$ cat src/rtl/bus_initiator.sv
// KS-10 backplane bus initiator: latches a microcode memory request, runs the
// REQ/ACK handshake with a non-existent-memory timeout and holds read data for the CPU.
module bus_initiator #(
  parameter int TIMEOUT = 64
) (
  input  logic        clk,
  input  logic        rst,
  input  logic        cpuREQ,
  input  logic        cpuREAD,
  input  logic        cpuWRITE,
  input  logic [0:13] vmaFLAGS,
  input  logic [14:35] vmaADDR,
  input  logic [0:35] cpuDATAO,
  input  logic        clrNXM,
  output logic        busREQO,
  output logic [0:35] busADDRO,
  output logic [0:35] busDATAO,
  input  logic        busACKI,
  input  logic [0:35] busDATAI,
  output logic [0:35] cpuDATAI,
  output logic        cpuBUSY,
  output logic        cpuDONE,
  output logic        nxmERR
);

  typedef enum logic [1:0] {
    S_IDLE,
    S_REQ,
    S_DONE,
    S_NXM
  } state_t;

  localparam logic [7:0] CNT_LAST = 8'(TIMEOUT - 1);

  state_t      state_q, state_d;
  logic [7:0]  cnt_q, cnt_d;
  logic        rd_q, rd_d;
  logic        wr_q, wr_d;
  logic [0:35] addr_q, addr_d;
  logic [0:35] dout_q, dout_d;
  logic [0:35] din_q, din_d;
  logic        nxm_q, nxm_d;

  always_comb begin
    state_d = state_q;
    cnt_d   = cnt_q;
    rd_d    = rd_q;
    wr_d    = wr_q;
    addr_d  = addr_q;
    dout_d  = dout_q;
    din_d   = din_q;
    nxm_d   = nxm_q;

    case (state_q)
      S_IDLE: begin
        if (cpuREQ && (cpuREAD || cpuWRITE)) begin
          addr_d  = {vmaFLAGS, vmaADDR};
          if (cpuWRITE) dout_d = cpuDATAO;
          rd_d    = cpuREAD;
          wr_d    = cpuWRITE;
          cnt_d   = 8'd0;
          state_d = S_REQ;
        end
      end
      S_REQ: begin
        // Acknowledge is tested first so it wins over a same-cycle timeout.
        if (busACKI) begin
          if (rd_q) din_d = busDATAI;
          state_d = S_DONE;
        end else if (cnt_q == CNT_LAST) begin
          state_d = S_NXM;
        end else begin
          cnt_d = cnt_q + 8'd1;
        end
      end
      S_DONE: begin
        state_d = S_IDLE;
      end
      S_NXM: begin
        if (rd_q) din_d = '0;
        state_d = S_IDLE;
      end
      default: begin
        state_d = S_IDLE;
      end
    endcase

    // Setting from NXM has priority over the CPU clear.
    if (state_q == S_NXM) begin
      nxm_d = 1'b1;
    end else if (clrNXM) begin
      nxm_d = 1'b0;
    end
  end

  always_ff @(posedge clk) begin
    if (rst) begin
      state_q <= S_IDLE;
      cnt_q   <= 8'd0;
      rd_q    <= 1'b0;
      wr_q    <= 1'b0;
      addr_q  <= '0;
      dout_q  <= '0;
      din_q   <= '0;
      nxm_q   <= 1'b0;
    end else begin
      state_q <= state_d;
      cnt_q   <= cnt_d;
      rd_q    <= rd_d;
      wr_q    <= wr_d;
      addr_q  <= addr_d;
      dout_q  <= dout_d;
      din_q   <= din_d;
      nxm_q   <= nxm_d;
    end
  end

  assign busREQO  = (state_q == S_REQ);
  assign cpuBUSY  = (state_q != S_IDLE);
  assign cpuDONE  = (state_q == S_DONE) || (state_q == S_NXM);
  assign busADDRO = addr_q;
  assign busDATAO = dout_q;
  assign cpuDATAI = din_q;
  assign nxmERR   = nxm_q;

endmodule

$ cat config.mk
export PLATFORM = sky130hd
export DESIGN_NAME = bus_initiator
export DESIGN_NICKNAME = d
export VERILOG_FILES = /design/src/rtl/bus_initiator.sv
export SDC_FILE = /design/constraint.sdc
export NUM_CORES = 1
export LEC_CHECK = 0
export ABC_AREA = 1
export BUFFER_PORTS_ARGS = -buffer_cell sky130_fd_sc_hd__buf_2
export CORE_ASPECT_RATIO = 2
export CORE_UTILIZATION = 50
export CTS_BUF_LIST = sky130_fd_sc_hd__clkbuf_4
export CTS_CLUSTER_DIAMETER = 80
export DETAILED_ROUTE_END_ITERATION = 10
export PLACE_DENSITY = 0.84
export SLEW_MARGIN = 25
export SYNTH_ARGS = -nofsm -noshare
export SYNTH_HDL_FRONTEND = slang
export SYNTH_SLANG_ARGS = --single-unit
$ cat constraint.sdc
create_clock -name clk -period 3.15 [get_ports clk]
set_clock_uncertainty 0.2 [all_clocks]
set_input_delay 0.315 -clock clk [delete_from_list [all_inputs] [get_ports clk]]
set_output_delay 0.315 -clock clk [all_outputs]
set_load 0.1 [all_outputs]
* Yosys cells after proc, flatten, opt, wreduce, memory -nomap -nowiden
Cells that the tools add are included.
Cells by class: add/sub/neg operators 1, multipliers 0, div/mod/pow operators 0, magnitude comparators 0, equal/unequal tests 11, shift-type cells 0, mux-type cells 14, bitwise logic cells 0, reductions and logical operators 14
Operators with widths (number):
- $mux W36 | 3
- $pmux W36 S2 | 1
- $mux W8 | 3
- $pmux W8 S2 | 1
- $add A8 B1 Y8 const B | 1
- $eq A8 B6 Y1 const B | 1
- $ne A2 B2 Y1 const B | 4
- $reduce_and A4 Y1 | 2
- $reduce_bool A2 Y1 | 4
- $mux W2 | 3
- $pmux W2 S3 | 1
- $eq A2 B2 Y1 const B | 2
- $ne A2 B1 Y1 const B | 2
- $reduce_and A2 Y1 | 2
- $ne A3 B1 Y1 const B | 1
- $reduce_and A3 Y1 | 1
- $eq A2 B1 Y1 const B | 1
- $logic_not A2 Y1 | 1
- $logic_or A1 B1 Y1 | 2
- $mux W1 | 2
- $reduce_or A2 Y1 | 1
- $logic_and A1 B1 Y1 | 1
Word-level totals: register bits after elaboration 120, bits in latches 0, RAM bits 0, ROM bits 0, bits of input ports 115, logic and storage cells 47, memories 0

* Depth between registers and ports, before layout
word-level depth 4, depth in mapped cells 9, gate-level depth less buffers 9

* Least setup slack after synthesis
OpenSTA, ideal clock, no wires.
path kind reg-to-reg, start reg state_q[0], end reg cnt_q[6], library setup time 109 ps, arrival time 1590 ps, required time 2841 ps, setup slack 1251 ps, cell stages (with the launch flop) 10, buffers on the path 0, clock period less this slack 1899 ps, cell sequence dfxtp_1 > inv_1 > nor2_4 > nand2_2 > nand2_2 > nand2_2 > nand2_1 > nand2_1 > nand2_1 > inv_1
On the way: word-level cells in the longest chain between the ends 3, elaborated cells between the ends (all ways) 8
RTL lines:
- from (decl) | RTL line 35 | state_t state_q, state_d;
- from (signal assigned) | RTL line 107 | state_q <= state_d;
- $eq A2 B1 Y1 *
- named net busREQO | RTL line 15 | output logic busREQO,
- $ne A2 B2 Y1 (no line) or $reduce_bool A2 Y1 (tied branches)
- $reduce_and A4 Y1 (no line)
- to (signal assigned) | RTL line 108 | cnt_q <= cnt_d;
- to (decl) | RTL line 36 | logic [7:0] cnt_q, cnt_d;
The timed path passes the listed nets; every way through them passes the cells marked *. A chain may end at the register's enable or synchronous reset.

* Final worst setup path
start reg state_q[1], end reg dout_q (netlist bit busDATAO[0])
On the way: word-level cells in the longest chain between the ends 2
RTL lines:
- $logic_not A2 Y1 | RTL line 54 | case (state_q)
- $reduce_and A3 Y1 (no line)
- to (signal assigned) | RTL line 112 | dout_q <= dout_d;
- to (decl) | RTL line 40 | logic [0:35] dout_q, dout_d;
No other way between the ends.

==> impl_metrics.env <==
export IMPL_ctsResizeCount=0
export IMPL_period_needed_ps=2470
export IMPL_outcome="finished, final reports clean"
export IMPL_timing_critical_path_cells="nor2_2 -> nand3_4 -> nor2_4 -> buf_4 -> inv_2 -> nor2_1 -> nor2_1"
export IMPL_synth_register_bits=120
export IMPL_fin_setup_tns_ps=0
export IMPL_achievable_frequency_mhz=405
export IMPL_initial_utilization_pct=51.7
export IMPL_synth_area_leaders="sky130_fd_sc_hd__dfxtp_1 54%, sky130_fd_sc_hd__nand2_1 12%, sky130_fd_sc_hd__a21oi_1 8.7%"
export IMPL_drtAntennaViolNets=0
export IMPL_die_width_um=68.9
export IMPL_min_path_type="in -> reg"
export IMPL_placement_io_buffers=226
export IMPL_hold_slack_ps=65.2
export IMPL_slew_headroom_pct=54.0
export IMPL_drt_total_wl_mm=16.2
export IMPL_area_delta_synth_final_pct=56.7
export IMPL_worst_skew_pair_late_latency_ps=500
export IMPL_timing_max_cap_violations=0
export IMPL_synth_enable_flop_cells=0
export IMPL_critical_path_slowest_cell="sky130_fd_sc_hd__nand3_4"
export IMPL_power_ir_vdd_worst_mv=0.468
export IMPL_detail_route_first_pass_iterations=7
export IMPL_cp_arrival_ps=2670
export IMPL_cts_root_buf="sky130_fd_sc_hd__clkbuf_4"
export IMPL_final_layout_size_suffix_gt1_share_pct=29.4
export IMPL_final_net_count=1025
export IMPL_globalRouteMet3Util_pct=15.4
export IMPL_final_max_slew_viol_count=0
export IMPL_final_cycle_share_pct=78.4
export IMPL_fill_cells=529
export IMPL_worst_stage_delay_on_the_critical_path_ps=400
export IMPL_synth_most_common_cell="sky130_fd_sc_hd__nand2_1"
export IMPL_multiInputGateArea_um2=1810
export IMPL_vias_per_cell=5.35
export IMPL_dpl_cell_area_um2=5580
export IMPL_power_leakage_nw=3.35
export IMPL_synth_area_leader_cell="sky130_fd_sc_hd__dfxtp_1"
export IMPL_dp_hpwl_mm=8.64
export IMPL_drc_errors=0
export IMPL_yosysWarningCount=0
export IMPL_wl_per_cell_um=15.8
export IMPL_die_area_um2=9350
export IMPL_placement_rows=48
export IMPL_tritoncts="yes"
export IMPL_grt_pass1_wl_mm=24.9
export IMPL_crit_type="reg -> reg"
export IMPL_sort_of_element_at_the_end_of_the_critical_path="flop"
export IMPL_fp_dieH_um=136
export IMPL_yosys_cell_types_count=20
export IMPL_final_setup_viol_count=0
export IMPL_synth_area_um2=4470
export IMPL_synthDominantCellAreaShare_pct=53.7
export IMPL_tritoncts_num_sinks=120
export IMPL_grt_max_degree=51
export IMPL_cts_setup_buffers=0
export IMPL_clk_pin_slew_ps=110
export IMPL_grt_pass1_vias=5550
export IMPL_critical_path_top_cell_by_count="sky130_fd_sc_hd__nor2_1"
export IMPL_grtUsageMet2_pct=60.9
export IMPL_number_of_endpoints_with_negative_hold_slack_in_the_final_report=0
export IMPL_seq_area_um2=2400
export IMPL_synth_flop_cell="sky130_fd_sc_hd__dfxtp_1"
export IMPL_global_route_usage_met1_pct=32.3
export IMPL_routed_vias=5483
export IMPL_core_area_um2=8650
export IMPL_power_per_cell_area_nw_per_um2=537
export IMPL_post_synth_cell_area_avg_um2=7.63
export IMPL_numCtsBuffers=17
export IMPL_ports_placed_on_the_boundary=227
export IMPL_cts_htree_levels=4
export IMPL_globalplace_congestion=0.862
export IMPL_synthesis_instances=586
export IMPL_worst_setup_path_start_kind="flop"
export IMPL_critical_path_top_delay_family="simple AND/OR/NAND/NOR gates"
export IMPL_critical_path_max_fanout=40
export IMPL_top_usage_layer_grt="met2"
export IMPL_finalInstanceArea_um2=7010
export IMPL_leading_cell_types_by_count_after_synthesis="142 x sky130_fd_sc_hd__nand2_1, 120 x sky130_fd_sc_hd__dfxtp_1, 89 x sky130_fd_sc_hd__nor2_1"
export IMPL_grt_overflow_total=0
export IMPL_cts_hold_buffers=111
export IMPL_tightest_slew_ps=688
export IMPL_design_power_total_w=0.00376
export IMPL_timing_critical_path_buf_inv=2
export IMPL_initial_antenna_violation_count=2
export IMPL_grt_util_all_layers_pct=36.0
export IMPL_sequential_area_share_after_synthesis_pct=53.7
export IMPL_worst_ep_required_time_ps=3350
export IMPL_syn_nets=702
export IMPL_synth_async_sr_flop_share_pct=0
export IMPL_number_of_buffers_on_the_longest_clock_path=2
export IMPL_dr_first_iter_drc_count=413
export IMPL_rsz_0062_raised_after_global_routing="false"
[kinds of logic (layout without fill, tap and decap cells)]
logic type	count (synthesis)	in the layout	synth area share [%]
other	0	2	0
XOR/XNOR	1	1	0.196
AO/OA/AOI/OAI	117	117	13.1
adder cells (fa/ha/maj)	1	1	0.280
buffers and inverters	59	395	5.79
AND/OR/NAND/NOR	288	288	26.9
flip-flops	120	120	53.7
[sequential cells by signal, indices dropped and copies added (netlist names)]
register,flops
busADDRO,36
busDATAO,36
cnt_q,8
cpuDATAI,36
nxmERR,1
rd_q,1
state_q,2
[layout by cell type (no fill, tap or decap)]
| cell type | n |
|---|---|
| sky130_fd_sc_hd__o21ai_1 | 8 |
| sky130_fd_sc_hd__nor2_4 | 3 |
| sky130_fd_sc_hd__dlygate4sd3_1 | 111 |
| sky130_fd_sc_hd__clkinvlp_4 | 1 |
| sky130_fd_sc_hd__ha_1 | 1 |
| sky130_fd_sc_hd__nand2_1 | 141 |
| sky130_fd_sc_hd__nand2_2 | 4 |
| sky130_fd_sc_hd__inv_1 | 18 |
| sky130_fd_sc_hd__nor2_2 | 1 |
| sky130_fd_sc_hd__clkbuf_4 | 20 |
| sky130_fd_sc_hd__o21ai_0 | 31 |
| sky130_fd_sc_hd__inv_2 | 4 |
| sky130_fd_sc_hd__nand3_1 | 46 |
| sky130_fd_sc_hd__bufinv_16 | 4 |
| sky130_fd_sc_hd__nand3_4 | 2 |
| sky130_fd_sc_hd__diode_2 | 2 |
| sky130_fd_sc_hd__dfxtp_1 | 120 |
| sky130_fd_sc_hd__xnor2_1 | 1 |
| sky130_fd_sc_hd__nor2_1 | 89 |
| sky130_fd_sc_hd__buf_2 | 226 |
| sky130_fd_sc_hd__nor3_1 | 1 |
| sky130_fd_sc_hd__clkinv_1 | 5 |
| sky130_fd_sc_hd__clkinv_2 | 2 |
| sky130_fd_sc_hd__a21oi_1 | 78 |
| sky130_fd_sc_hd__buf_4 | 4 |
| sky130_fd_sc_hd__nand3b_1 | 1 |
[per-layer routing]
metal	share of wire [%]	wire length (µm)
met1	34	5500
met2	53	8600
met3	7.4	1190
met4	5.5	894
met5	0	0
[final timing paths]
kind	start	cells past startpoint	to	slack, ps
hold reg to reg	cpuDATAI[8]$_SDFFE_PP0P_	2	cpuDATAI[8]$_SDFFE_PP0P_	270
hold / removal	rst	2	busADDRO[14]$_SDFFE_PP0P_	70
setup reg to reg	state_q[1]$_SDFFE_PP0P_	7	busDATAO[0]$_SDFFE_PP0P_	680
setup / recovery	state_q[1]$_SDFFE_PP0P_	7	busDATAO[0]$_SDFFE_PP0P_	680
[worst register-to-register path, delay by kind of cell (launching register included)]
family	cells	cell delay [ps]
and+or+nand+nor	5	1110
buffers and inverters	2	670
DFF	1	380
[power breakdown]
part           internal [W]  switching (W)  leakage, nW
Combinational      0.000240       0.000708         2.20
Sequential          0.00159      0.0000402        0.978
Clock              0.000641       0.000546        0.164
[cell type report]
type,instances,area share (%)
clock buffers,20,2.14
repair buffers,341,32.4
multi-input cells,407,25.9
flip-flops and latches,120,34.3
diodes,2,0.0714
inverters,22,1.18
well taps,100,1.79
clock inverters,12,2.23
[metrics by stage]
stage	util, %	instances	setup slack [ps]
after floorplan	-	586	1250
after global placement	64.5	879	859
after detailed placement	64.6	879	753
after CTS	81.0	1022	752
after global routing	81.0	1024	488
final	81.0	1024	679
Note: power is estimated with default switching activity, not from simulation.
